### src/rtl/rv32_pkg.sv
// Shared RV32I decode types and constants.
//   alu_op_e      : operation requested from the execute stage.
//   instr_class_e : one-hot instruction class; ClassNone marks an illegal encoding.
//   OPC_*         : major opcodes (instr[6:0]).
//   *_MASK        : class sets that read rs1 / read rs2 / write rd.
package rv32_pkg;

  typedef enum logic [4:0] {
    AluAdd, AluSub, AluSlt, AluSltu, AluXor, AluOr, AluAnd, AluSll, AluSrl, AluSra,
    AluEq, AluNe, AluLt, AluGe, AluLtu, AluGeu, AluPassB
  } alu_op_e;

  typedef enum logic [10:0] {
    ClassNone   = 11'h000,
    ClassLui    = 11'h001,
    ClassAuipc  = 11'h002,
    ClassJal    = 11'h004,
    ClassJalr   = 11'h008,
    ClassBranch = 11'h010,
    ClassLoad   = 11'h020,
    ClassStore  = 11'h040,
    ClassOpimm  = 11'h080,
    ClassOp     = 11'h100,
    ClassFence  = 11'h200,
    ClassSystem = 11'h400
  } instr_class_e;

  localparam logic [6:0] OPC_LUI    = 7'b0110111;
  localparam logic [6:0] OPC_AUIPC  = 7'b0010111;
  localparam logic [6:0] OPC_JAL    = 7'b1101111;
  localparam logic [6:0] OPC_JALR   = 7'b1100111;
  localparam logic [6:0] OPC_BRANCH = 7'b1100011;
  localparam logic [6:0] OPC_LOAD   = 7'b0000011;
  localparam logic [6:0] OPC_STORE  = 7'b0100011;
  localparam logic [6:0] OPC_OPIMM  = 7'b0010011;
  localparam logic [6:0] OPC_OP     = 7'b0110011;
  localparam logic [6:0] OPC_FENCE  = 7'b0001111;
  localparam logic [6:0] OPC_SYSTEM = 7'b1110011;

  localparam logic [10:0] USES_RS1_MASK = ClassJalr | ClassBranch | ClassLoad | ClassStore |
                                          ClassOpimm | ClassOp;
  localparam logic [10:0] USES_RS2_MASK = ClassBranch | ClassStore | ClassOp;
  localparam logic [10:0] WRITES_RD_MASK = ClassLui | ClassAuipc | ClassJal | ClassJalr |
                                           ClassLoad | ClassOpimm | ClassOp;

  function automatic logic class_in(input instr_class_e cls, input logic [10:0] mask);
    return |(cls & mask);
  endfunction

endpackage

### src/rtl/rv32_imm_gen.sv
// Combinational immediate selection for RV32I, keyed by the decoded class.
//   i_instr : instruction bits [31:7] (opcode bits are not needed here)
//   i_class : one-hot class from the decoder
//   o_imm   : sign-extended immediate, 0 for classes without one
module rv32_imm_gen
  import rv32_pkg::*;
(
  input  logic [31:7]  i_instr,
  input  instr_class_e i_class,
  output logic [31:0]  o_imm
);

  always_comb begin
    o_imm = '0;
    case (i_class)
      ClassJalr, ClassLoad, ClassOpimm: begin
        o_imm = {{20{i_instr[31]}}, i_instr[31:20]};
      end
      ClassStore: begin
        o_imm = {{20{i_instr[31]}}, i_instr[31:25], i_instr[11:7]};
      end
      ClassBranch: begin
        o_imm = {{19{i_instr[31]}}, i_instr[31], i_instr[7], i_instr[30:25], i_instr[11:8], 1'b0};
      end
      ClassLui, ClassAuipc: begin
        o_imm = {i_instr[31:12], 12'h000};
      end
      ClassJal: begin
        o_imm = {{11{i_instr[31]}}, i_instr[31], i_instr[19:12], i_instr[20], i_instr[30:21],
                 1'b0};
      end
      default: o_imm = '0;
    endcase
  end

endmodule

### src/rtl/decode_stage.sv
// RV32I decode pipeline stage between fetch and execute.
// Decodes instr_i combinationally, registers the result, and raises stall_o for one cycle
// on a load-use hazard against the instruction currently held in the output registers.
//   clk, rst          : clock, asynchronous active-high reset
//   instr_i, pc_i     : instruction and PC from fetch, valid when clk_en_i
//   stall_i, flush_i  : downstream stall, stage flush (flush wins)
//   pc_o .. illegal_o : registered decode results for execute
//   clk_en_o          : execute clock enable (0 = bubble)
//   stall_o           : load-use stall request to fetch / stall tree
module decode_stage
  import rv32_pkg::*;
#(
  parameter logic [31:0] PC_RESET     = 32'h0000_0000,
  parameter bit          CHECK_FUNCT7 = 1'b1
) (
  input  logic         clk,
  input  logic         rst,
  input  logic [31:0]  instr_i,
  input  logic [31:0]  pc_i,
  input  logic         clk_en_i,
  output logic [31:0]  pc_o,
  output logic [31:0]  instr_o,
  output logic [4:0]   rs1_addr_o,
  output logic [4:0]   rs2_addr_o,
  output logic [4:0]   rd_addr_o,
  output logic [31:0]  imm_o,
  output logic [2:0]   funct3_o,
  output alu_op_e      alu_op_o,
  output instr_class_e instr_class_o,
  output logic         illegal_o,
  output logic         clk_en_o,
  output logic         stall_o,
  input  logic         stall_i,
  input  logic         flush_i
);

  logic [6:0]   w_opcode;
  logic [2:0]   w_funct3;
  logic [6:0]   w_funct7;
  instr_class_e w_class_raw;
  instr_class_e w_class;
  logic         w_bad;
  logic         w_uses_rs1;
  logic         w_uses_rs2;
  logic [4:0]   w_rs1;
  logic [4:0]   w_rs2;
  logic [4:0]   w_rd;
  logic [31:0]  w_imm;
  alu_op_e      w_alu;
  logic         w_stall;
  logic         w_advance;
  logic         w_load;

  logic [31:0]  r_pc;
  logic [31:0]  r_instr;
  logic [4:0]   r_rs1;
  logic [4:0]   r_rs2;
  logic [4:0]   r_rd;
  logic [31:0]  r_imm;
  logic [2:0]   r_funct3;
  alu_op_e      r_alu;
  instr_class_e r_class;
  logic         r_illegal;
  logic         r_clk_en;
  logic         r_load_pending;

  assign w_opcode = instr_i[6:0];
  assign w_funct3 = instr_i[14:12];
  assign w_funct7 = instr_i[31:25];

  // Class and legality.
  always_comb begin
    w_class_raw = ClassNone;
    w_bad       = 1'b0;
    if (w_opcode[1:0] != 2'b11) begin
      w_bad = 1'b1;
    end else begin
      case (w_opcode)
        OPC_LUI:    w_class_raw = ClassLui;
        OPC_AUIPC:  w_class_raw = ClassAuipc;
        OPC_JAL:    w_class_raw = ClassJal;
        OPC_FENCE:  w_class_raw = ClassFence;
        OPC_SYSTEM: w_class_raw = ClassSystem;
        OPC_JALR: begin
          w_class_raw = ClassJalr;
          w_bad       = (w_funct3 != 3'b000);
        end
        OPC_BRANCH: begin
          w_class_raw = ClassBranch;
          w_bad       = (w_funct3 == 3'b010) || (w_funct3 == 3'b011);
        end
        OPC_LOAD: begin
          w_class_raw = ClassLoad;
          w_bad       = (w_funct3 == 3'b011) || (w_funct3 == 3'b110) || (w_funct3 == 3'b111);
        end
        OPC_STORE: begin
          w_class_raw = ClassStore;
          w_bad       = (w_funct3 >= 3'b011);
        end
        OPC_OPIMM: begin
          w_class_raw = ClassOpimm;
          if ((w_funct3 == 3'b001) || (w_funct3 == 3'b101)) begin
            w_bad = (w_funct7 != 7'h00) && (w_funct7 != 7'h20);
            // SLLI has no alternate form, so 0x20 there is a reserved encoding.
            if (CHECK_FUNCT7 && (w_funct3 == 3'b001) && (w_funct7 != 7'h00)) begin
              w_bad = 1'b1;
            end
          end
        end
        OPC_OP: begin
          w_class_raw = ClassOp;
          if (CHECK_FUNCT7) begin
            w_bad = !((w_funct7 == 7'h00) ||
                      ((w_funct7 == 7'h20) && ((w_funct3 == 3'b000) || (w_funct3 == 3'b101))));
          end
        end
        default: w_bad = 1'b1;
      endcase
    end
    w_class = w_bad ? ClassNone : w_class_raw;
  end

  // Unused register fields are zeroed so x0 can never match a pending load.
  assign w_uses_rs1 = class_in(w_class, USES_RS1_MASK);
  assign w_uses_rs2 = class_in(w_class, USES_RS2_MASK);
  assign w_rs1      = w_uses_rs1 ? instr_i[19:15] : 5'd0;
  assign w_rs2      = w_uses_rs2 ? instr_i[24:20] : 5'd0;
  assign w_rd       = class_in(w_class, WRITES_RD_MASK) ? instr_i[11:7] : 5'd0;

  always_comb begin
    w_alu = AluAdd;
    case (w_class)
      ClassLui: w_alu = AluPassB;
      ClassBranch: begin
        case (w_funct3)
          3'b000:  w_alu = AluEq;
          3'b001:  w_alu = AluNe;
          3'b100:  w_alu = AluLt;
          3'b101:  w_alu = AluGe;
          3'b110:  w_alu = AluLtu;
          3'b111:  w_alu = AluGeu;
          default: w_alu = AluAdd;
        endcase
      end
      ClassOpimm, ClassOp: begin
        case (w_funct3)
          3'b000:  w_alu = ((w_class == ClassOp) && w_funct7[5]) ? AluSub : AluAdd;
          3'b001:  w_alu = AluSll;
          3'b010:  w_alu = AluSlt;
          3'b011:  w_alu = AluSltu;
          3'b100:  w_alu = AluXor;
          3'b101:  w_alu = w_funct7[5] ? AluSra : AluSrl;
          3'b110:  w_alu = AluOr;
          default: w_alu = AluAnd;
        endcase
      end
      default: w_alu = AluAdd;
    endcase
  end

  rv32_imm_gen u_imm_gen (
    .i_instr (instr_i[31:7]),
    .i_class (w_class),
    .o_imm   (w_imm)
  );

  // The stall bubble clears load_pending, so a hazard can only stall once.
  assign w_stall = clk_en_i & r_load_pending & r_clk_en & ~flush_i &
                   ((w_uses_rs1 & (w_rs1 == r_rd)) | (w_uses_rs2 & (w_rs2 == r_rd)));

  assign w_advance = ~flush_i & ~stall_i & ~w_stall;
  assign w_load    = w_advance & clk_en_i;

  always_ff @(posedge clk or posedge rst) begin
    if (rst) begin
      r_clk_en       <= 1'b0;
      r_load_pending <= 1'b0;
    end else if (flush_i) begin
      r_clk_en       <= 1'b0;
      r_load_pending <= 1'b0;
    end else if (!stall_i) begin
      r_clk_en       <= w_load;
      r_load_pending <= w_load & (w_class == ClassLoad) & (w_rd != 5'd0);
    end
  end

  always_ff @(posedge clk or posedge rst) begin
    if (rst) begin
      r_pc      <= PC_RESET;
      r_instr   <= '0;
      r_rs1     <= '0;
      r_rs2     <= '0;
      r_rd      <= '0;
      r_imm     <= '0;
      r_funct3  <= '0;
      r_alu     <= AluAdd;
      r_class   <= ClassNone;
      r_illegal <= 1'b0;
    end else if (w_load) begin
      r_pc      <= pc_i;
      r_instr   <= instr_i;
      r_rs1     <= w_rs1;
      r_rs2     <= w_rs2;
      r_rd      <= w_rd;
      r_imm     <= w_imm;
      r_funct3  <= w_funct3;
      r_alu     <= w_alu;
      r_class   <= w_class;
      r_illegal <= w_bad;
    end
  end

  assign pc_o          = r_pc;
  assign instr_o       = r_instr;
  assign rs1_addr_o    = r_rs1;
  assign rs2_addr_o    = r_rs2;
  assign rd_addr_o     = r_rd;
  assign imm_o         = r_imm;
  assign funct3_o      = r_funct3;
  assign alu_op_o      = r_alu;
  assign instr_class_o = r_class;
  assign illegal_o     = r_illegal;
  assign clk_en_o      = r_clk_en;
  assign stall_o       = w_stall;

endmodule

### config.mk
export PLATFORM = sky130hd
export DESIGN_NAME = decode_stage
export DESIGN_NICKNAME = d
export VERILOG_FILES = /design/src/rtl/rv32_pkg.sv /design/src/rtl/rv32_imm_gen.sv /design/src/rtl/decode_stage.sv
export SDC_FILE = /design/constraint.sdc
export NUM_CORES = 1
export LEC_CHECK = 0
export CELL_PAD_IN_SITES_DETAIL_PLACEMENT = 1
export CELL_PAD_IN_SITES_GLOBAL_PLACEMENT = 1
export CORE_MARGIN = 1.5
export CORE_UTILIZATION = 30
export CTS_BUF_LIST = sky130_fd_sc_hd__clkbuf_16
export DETAILED_ROUTE_END_ITERATION = 16
export PLACE_DENSITY_LB_ADDON = 0.1
export SYNTH_ARGS = -nofsm -noshare
export SYNTH_HDL_FRONTEND = slang
export SYNTH_SLANG_ARGS = --single-unit
### constraint.sdc
create_clock -name clk -period 3.95 [get_ports clk]
set_input_delay 0.79 -clock clk [delete_from_list [all_inputs] [get_ports clk]]
set_output_delay 0.79 -clock clk [all_outputs]
set_load 0.01 [all_outputs]
==> results of run 1 <==
routing by layer:
metal  global-route usage  vias to the layer above  wire length (um)
met4               0.0542                        0               246
li1                     -                     2642                 -
met3               0.0477                       19               942
met5                    0                        -                 0
met2                0.354                      149             10300
met1                0.274                     2742              9460
area by class of cell:
class                      count  share of cell area
timing repair buffer         241               0.267
multi-input combinational    490               0.264
clock inverter                14              0.0183
tap                          265              0.0370
inverter                       7             0.00335
clock buffer                  17              0.0474
sequential                   130               0.363
state kept, by name, summed over array words and instances (netlist names), 5 cells and up:
name,flops
alu_op_o,5
instr_o,32
imm_o,32
rd_addr_o,5
pc_o,32
instr_class_o,11
rs2_addr_o,5
rs1_addr_o,5
worst register-to-register path: cells and delay by family, from the launching register on:
family,cells,cell delay [ps]
buf+inv,2,390
xor+xnor,1,170
compound gates,3,670
flops,1,460
simple gates,2,470
timing repair:
item / 4_1_cts / 5_1_grt
setup endpoints to repair: 1 / 0
resized for setup: 2 / 0
buffers inserted: 1 / 0
hold buffers: 0 / 0
logic make-up (layout without fill, tap and decap cells):
logic type             Yosys count  count (layout)  synth area share
buffers and inverters           51             279            0.0508
multiplexers                     1               1           0.00169
AND/OR/NAND/NOR                376             376             0.265
AO/OA/AOI/OAI                  102             102             0.115
XOR/XNOR                        11              11            0.0163
flip-flops                     130             130             0.551
per-stage QoR:
step	area, um^2	hold slack (ps)	power (W)
detailed placement	8370	458	0.00233
floorplan	5910	471	0.00185
global route	8970	492	0.00408
global placement	8370	452	0.00231
finish	8970	465	0.00390
CTS	8970	471	0.00395
cells in the final DEF (no fill, tap or decap), types with 5 or more instances in the layout:
cell             instances
a31oi_1                 13
dfrtp_1                130
nand2_1                284
xnor2_1                  8
a21o_1                   5
o31ai_1                  7
nand4_1                  6
o41ai_2                  5
clkinvlp_4               6
o21ai_0                 28
clkbuf_16               17
buf_12                   7
buf_4                   33
nor2_1                  30
a21oi_1                 25
inv_1                    6
clkdlybuf4s50_1        200
nand3_1                 27
power by group through the flow:
stage	registers, W	clock network (W)	logic (W)
global route	0.00157	0.00170	0.000821
CTS	0.00155	0.00163	0.000766
finish	0.00155	0.00160	0.000754
floorplan	0.00163	0	0.000222
detailed placement	0.00157	0	0.000759
global placement	0.00157	0	0.000740
worst min-delay path by stage:
| stage | start | to | slack (ps) |
|---|---|---|---|
| 2_1_floorplan | r_load_pending | r_load_pending | 470 |
| 3_3_place_gp | rs1_addr_o[3] | rs1_addr_o[3] | 450 |
| 3_5_place_dp | imm_o[5] | imm_o[5] | 460 |
| 4_1_cts | rs1_addr_o[4] | rs1_addr_o[4] | 470 |
| 5_1_grt | rs1_addr_o[4] | rs1_addr_o[4] | 490 |
| 6_report | imm_o[5] | imm_o[5] | 470 |
==> summary.txt, run 1 <==
Outcome
  – Status: finished clean

Clock network
  – Clock buffer depth: 2
  – CTS HTree Levels: 4
  – Cts bufs inserted: 17
  – Skew-Pair Late Insertion Delay: 410 ps
  – CTS tree: built
  – Clk root buf: clkbuf_16
  – # clock sinks: 130
  – Clock slew at reported path FFs: 60 ps

Finish
  – Diodes inserted: 0
  – Net count reported at finish: 956
  – Register area: 3250 um^2
  – Area delta synth->final: 51.8%
  – Multi-input logic area: 2370 um^2
  – Fillers: 2266
  – Fraction of layout cells with a size suffix above 1: 0.0957
  – Final instance count without filler cells: 1164
  – Core Util, Final: 0.462

Global routing
  – First-pass GRT wire length: 32900 um
  – Initial antenna violation count: 0
  – Vias in the first global route: 6063
  – GR Overflow Total: 0
  – Largest net degree at the start of global routing: 87
  – Total GRT Usage: 0.210

Setup path
  – Worst reg2reg setup slack: 1670 ps
  – Crit end category: primary output
  – CP dominant cell by count: and3_1
  – RR Endpoint: imm_o[18]
  – Critical path endpoint: stall_o
  – Critical path class: in -> out
  – WP data arrival: 3060 ps
  – Crit path max-delay cell type: or4_4
  – Crit path cell chain: clkdlybuf4s50_1 > or4_4 > o41ai_2 > a221o_1 > and3_1 > and3_1 > dlygate4sd2_1
  – Worst EP required: 3160 ps
  – CP Depth: 7
  – Type of origin of the critical path: input port
  – Worst Path Max Fanout: 2
  – Worst r2r src: rd_addr_o[1]
  – Worst path bufs/invs: 2
  – Critical Path Start: instr_i[25]
  – Max incr delay on CP: 600 ps
  – Reg2reg path depth: 8
  – CP top delay family: simple AND/OR/NAND/NOR gates

Place
  – HPWL Detailed: 15600 um
  – Setup slack at placement: -250 ps
  – Buffers on Ports: 201
  – Cell count after placement: 1132
  – Routability congestion estimate from global placement: 0.867

Floorplanning
  – Row count: 51
  – Core area: 19400 um^2
  – Die area: 20500 um^2
  – Die W: 143 um
  – I/O pin cnt: 202
  – Starting density of the core: 0.305
  – DIE HEIGHT: 143 um

Power and ir drop
  – Sw power: 0.00104 W
  – Switching share of power: 0.268
  – Pwr per Cell Area: 435 nW/um^2
  – Seq pwr share: 0.397
  – Combinational Power Share: 0.193
  – Worst vdd ir: 0.268 mV
  – Leakage: 4.12 nW
  – Clock Power Share: 0.409
  – Int Pwr: 0.00285 W

Timing
  – Worst rel slew slack: 0.339
  – RSZ-0062 raised after global routing: no
  – Clock Skews: 7.48 ps
  – Hold Vio Cnt, Final: 0
  – Peak Freq: 260 MHz
  – Final setup TNS: 0 ps
  – Post-route minimum period: 3850 ps
  – Slew @ Worst Pin: 989 ps
  – Final period util: 0.974
  – Final slew viol count: 0
  – Setup ws final: 101 ps
  – Final setup viols: 0

Routing
  – Vias: 5552
  – Iteration-0 DRC Markers: 229
  – Drt via density: 4.77
  – 1st-pass router iterations: 4
  – Drt total wl: 21000 um
  – Wire length per cell: 18.0 um
  – DRC viols: 0
  – DRT antenna net count: 0

Synth
  – Post-synth top area cell: dfrtp_1
  – Predominant post-synthesis flop cell: dfrtp_1
  – Top post-synthesis cells by count: nand2_1 (284), dfrtp_1 (130), nor2_1 (30)
  – Syn_nets: 740
  – Sequential fraction of the synthesis area: 0.551
  – Yosys reg bits: 130
  – Avg Cell Area, Syn: 8.81 um^2
  – Ys Warns: 0
  – Cell area after synthesis: 5910 um^2
  – Asr flop ratio synth: 1.00
  – Number of synthesized flops with an enable pin: 0
  – Post-synth top area share: 0.551
  – Top-count cell post-synth: nand2_1
  – Synth unique cells: 50
  – Synth top area cells: dfrtp_1 (55%), nand2_1 (18%), o21ai_0 (2.4%), nand3_1 (2.3%), a21oi_1 (2.1%)
  – Syn Inst Count: 671

Min path
  – Hold Path Stages: 2
  – Hold Path Class: reg -> reg

Job
  – Maxcap violations: 0
No activity file was read; power rests on OpenSTA's default activity.
==> inputs of run 2 (changes only) <==
- PLACE_DENSITY: not set -> 0.73
- PLACE_DENSITY_LB_ADDON: 0.1 -> not set
==> run 2 against run 1 <==
Sequential power about the same. Design area is 0.59% higher. Worst setup slack improved by 110 ps. Worst hold slack is essentially flat. Critical path type unchanged.
==> summary.txt, run 2 (synthesis gave the netlist of run 1 again) <==
Clock network
  – PostCTS Resize Cnt: 2
  – Clock buffer depth: 2
  – Clock slew at reported path FFs: 70 ps
  – Skew-Pair Late Insertion Delay: 420 ps
  – CTS tree: built
  – # clock sinks: 130
  – Postcts setup bufs: 0
  – Clk root buf: clkbuf_16
  – Hold Buf Count CTS: 0
  – CTS HTree Levels: 4
  – Cts bufs inserted: 17

Routing
  – DRC viols: 0
  – Vias: 5508
  – Drt total wl: 20800 um
  – Drt via density: 4.71
  – Wire length per cell: 17.8 um
  – DRT antenna net count: 0
  – 1st-pass router iterations: 4
  – Iteration-0 DRC Markers: 221

Finish
  – Fraction of layout cells with a size suffix above 1: 0.102
  – Most frequent cells in the layout: nand2_1 (284), clkdlybuf4s50_1 (200), dfrtp_1 (130)
  – Area delta synth->final: 52.7%
  – Net count reported at finish: 961
  – Commonest non-fill, non-tap cell in the layout: nand2_1
  – Final instance count without filler cells: 1170
  – Diodes inserted: 0
  – Fillers: 2263

Setup path
  – Worst EP required: 3160 ps
  – Type of origin of the critical path: input port
  – WP data arrival: 2950 ps
  – Worst reg2reg setup slack: 1620 ps
  – Worst r2r src: rd_addr_o[1]
  – Critical Path Start: instr_i[25]
  – RR Endpoint: imm_o[16]
  – Reg2reg path depth: 8
  – Critical path class: in -> out
  – Critical path endpoint: stall_o
  – Crit end category: primary output
  – Worst Path Max Fanout: 2

Floorplanning
  – Starting density of the core: 0.305
  – Die W: 143 um
  – Core area: 19400 um^2
  – Row count: 51
  – DIE HEIGHT: 143 um
  – Die area: 20500 um^2
  – I/O pin cnt: 202

Global routing
  – Total GRT Usage: 0.207
  – GR Overflow Total: 0
  – GRT Max-Usage Layer: met2
  – First-pass GRT wire length: 32300 um
  – Met3 usage: 0.0620
  – Initial antenna violation count: 0
  – GRT met1 Usage: 0.265
  – Largest net degree at the start of global routing: 72
  – GRT met2 Usage: 0.336
  – Vias in the first global route: 5771

Outcome
  – Status: finished clean

Power and ir drop
  – Pwr per Cell Area: 444 nW/um^2
  – Design Power: 0.00400 W
  – Leakage: 4.17 nW
  – Worst vdd ir: 0.282 mV

Timing
  – Hold Vio Cnt, Final: 0
  – RSZ-0062 raised after global routing: no
  – Slew @ Worst Pin: 837 ps
  – Final period util: 0.946
  – Clock Skews: 16.8 ps
  – Final setup viols: 0
  – Post-route minimum period: 3740 ps
  – Final slew viol count: 0
  – Peak Freq: 268 MHz
  – Worst rel slew slack: 0.441

Place
  – Buffers on Ports: 201
  – HPWL Detailed: 15200 um
  – Routability congestion estimate from global placement: 0.842
  – Cell count after placement: 1138

Min path
  – Hold Path Class: reg -> reg

Job
  – Maxcap violations: 0
==> run 2: worst min-delay path by stage <==
stage / start / to / cells after the start
5_1_grt: rs2_addr_o[1] / rs2_addr_o[1] / 2
4_1_cts: imm_o[10] / imm_o[10] / 2
6_report: rs2_addr_o[0] / rs2_addr_o[0] / 2
3_5_place_dp: rs2_addr_o[1] / rs2_addr_o[1] / 2
3_3_place_gp: rs1_addr_o[1] / rs1_addr_o[1] / 2
2_1_floorplan: r_load_pending / r_load_pending / 2
==> run 2: area by class of cell <==
| class | count | area (um^2) | area share |
|---|---|---|---|
| Sequential cell | 130 | 3250 | 0.361 |
| Timing Repair Buffer | 246 | 2410 | 0.267 |
| Multi-Input combinational cell | 490 | 2370 | 0.262 |
| Clock buffer | 17 | 425 | 0.0472 |
| Tap cell | 265 | 332 | 0.0367 |
| Clock inverter | 15 | 204 | 0.0226 |
| Inverter | 7 | 30.0 | 0.00333 |
==> run 2: report_power, final <==
group | switching [W] | internal, W | total (W)
Combinational | 0.000347 | 0.000401 | 0.000748
Sequential | 0.0000761 | 0.00147 | 0.00154
Clock | 0.000644 | 0.00107 | 0.00171
==> run 2: critical path, cell delays in order <==
cell and delay [ps]:
clkdlybuf4s50_1 440, or4_4 590, o41ai_2 290, a221o_1 200
and3_1 190, and3_1 190, dlygate4sd2_1 270
==> run 2: routing by layer <==
metal / up-vias / part of all wire
met5: - / 0
met2: 171 / 0.46
li1: 2650 / -
met4: 0 / 0.023
met3: 33 / 0.066
met1: 2654 / 0.45
==> run 2: stage by stage <==
stage	hold WS (ps)	setup WS (ps)	util	setup TNS, ps	area [um^2]
after floorplan	471	864	-	0	5910
after global placement	451	-172	0.433	-172	8390
after detailed placement	457	-137	0.433	-137	8390
after CTS	472	186	0.465	0	9020
after global routing	489	86.5	0.465	0	9020
final	466	212	0.465	0	9020
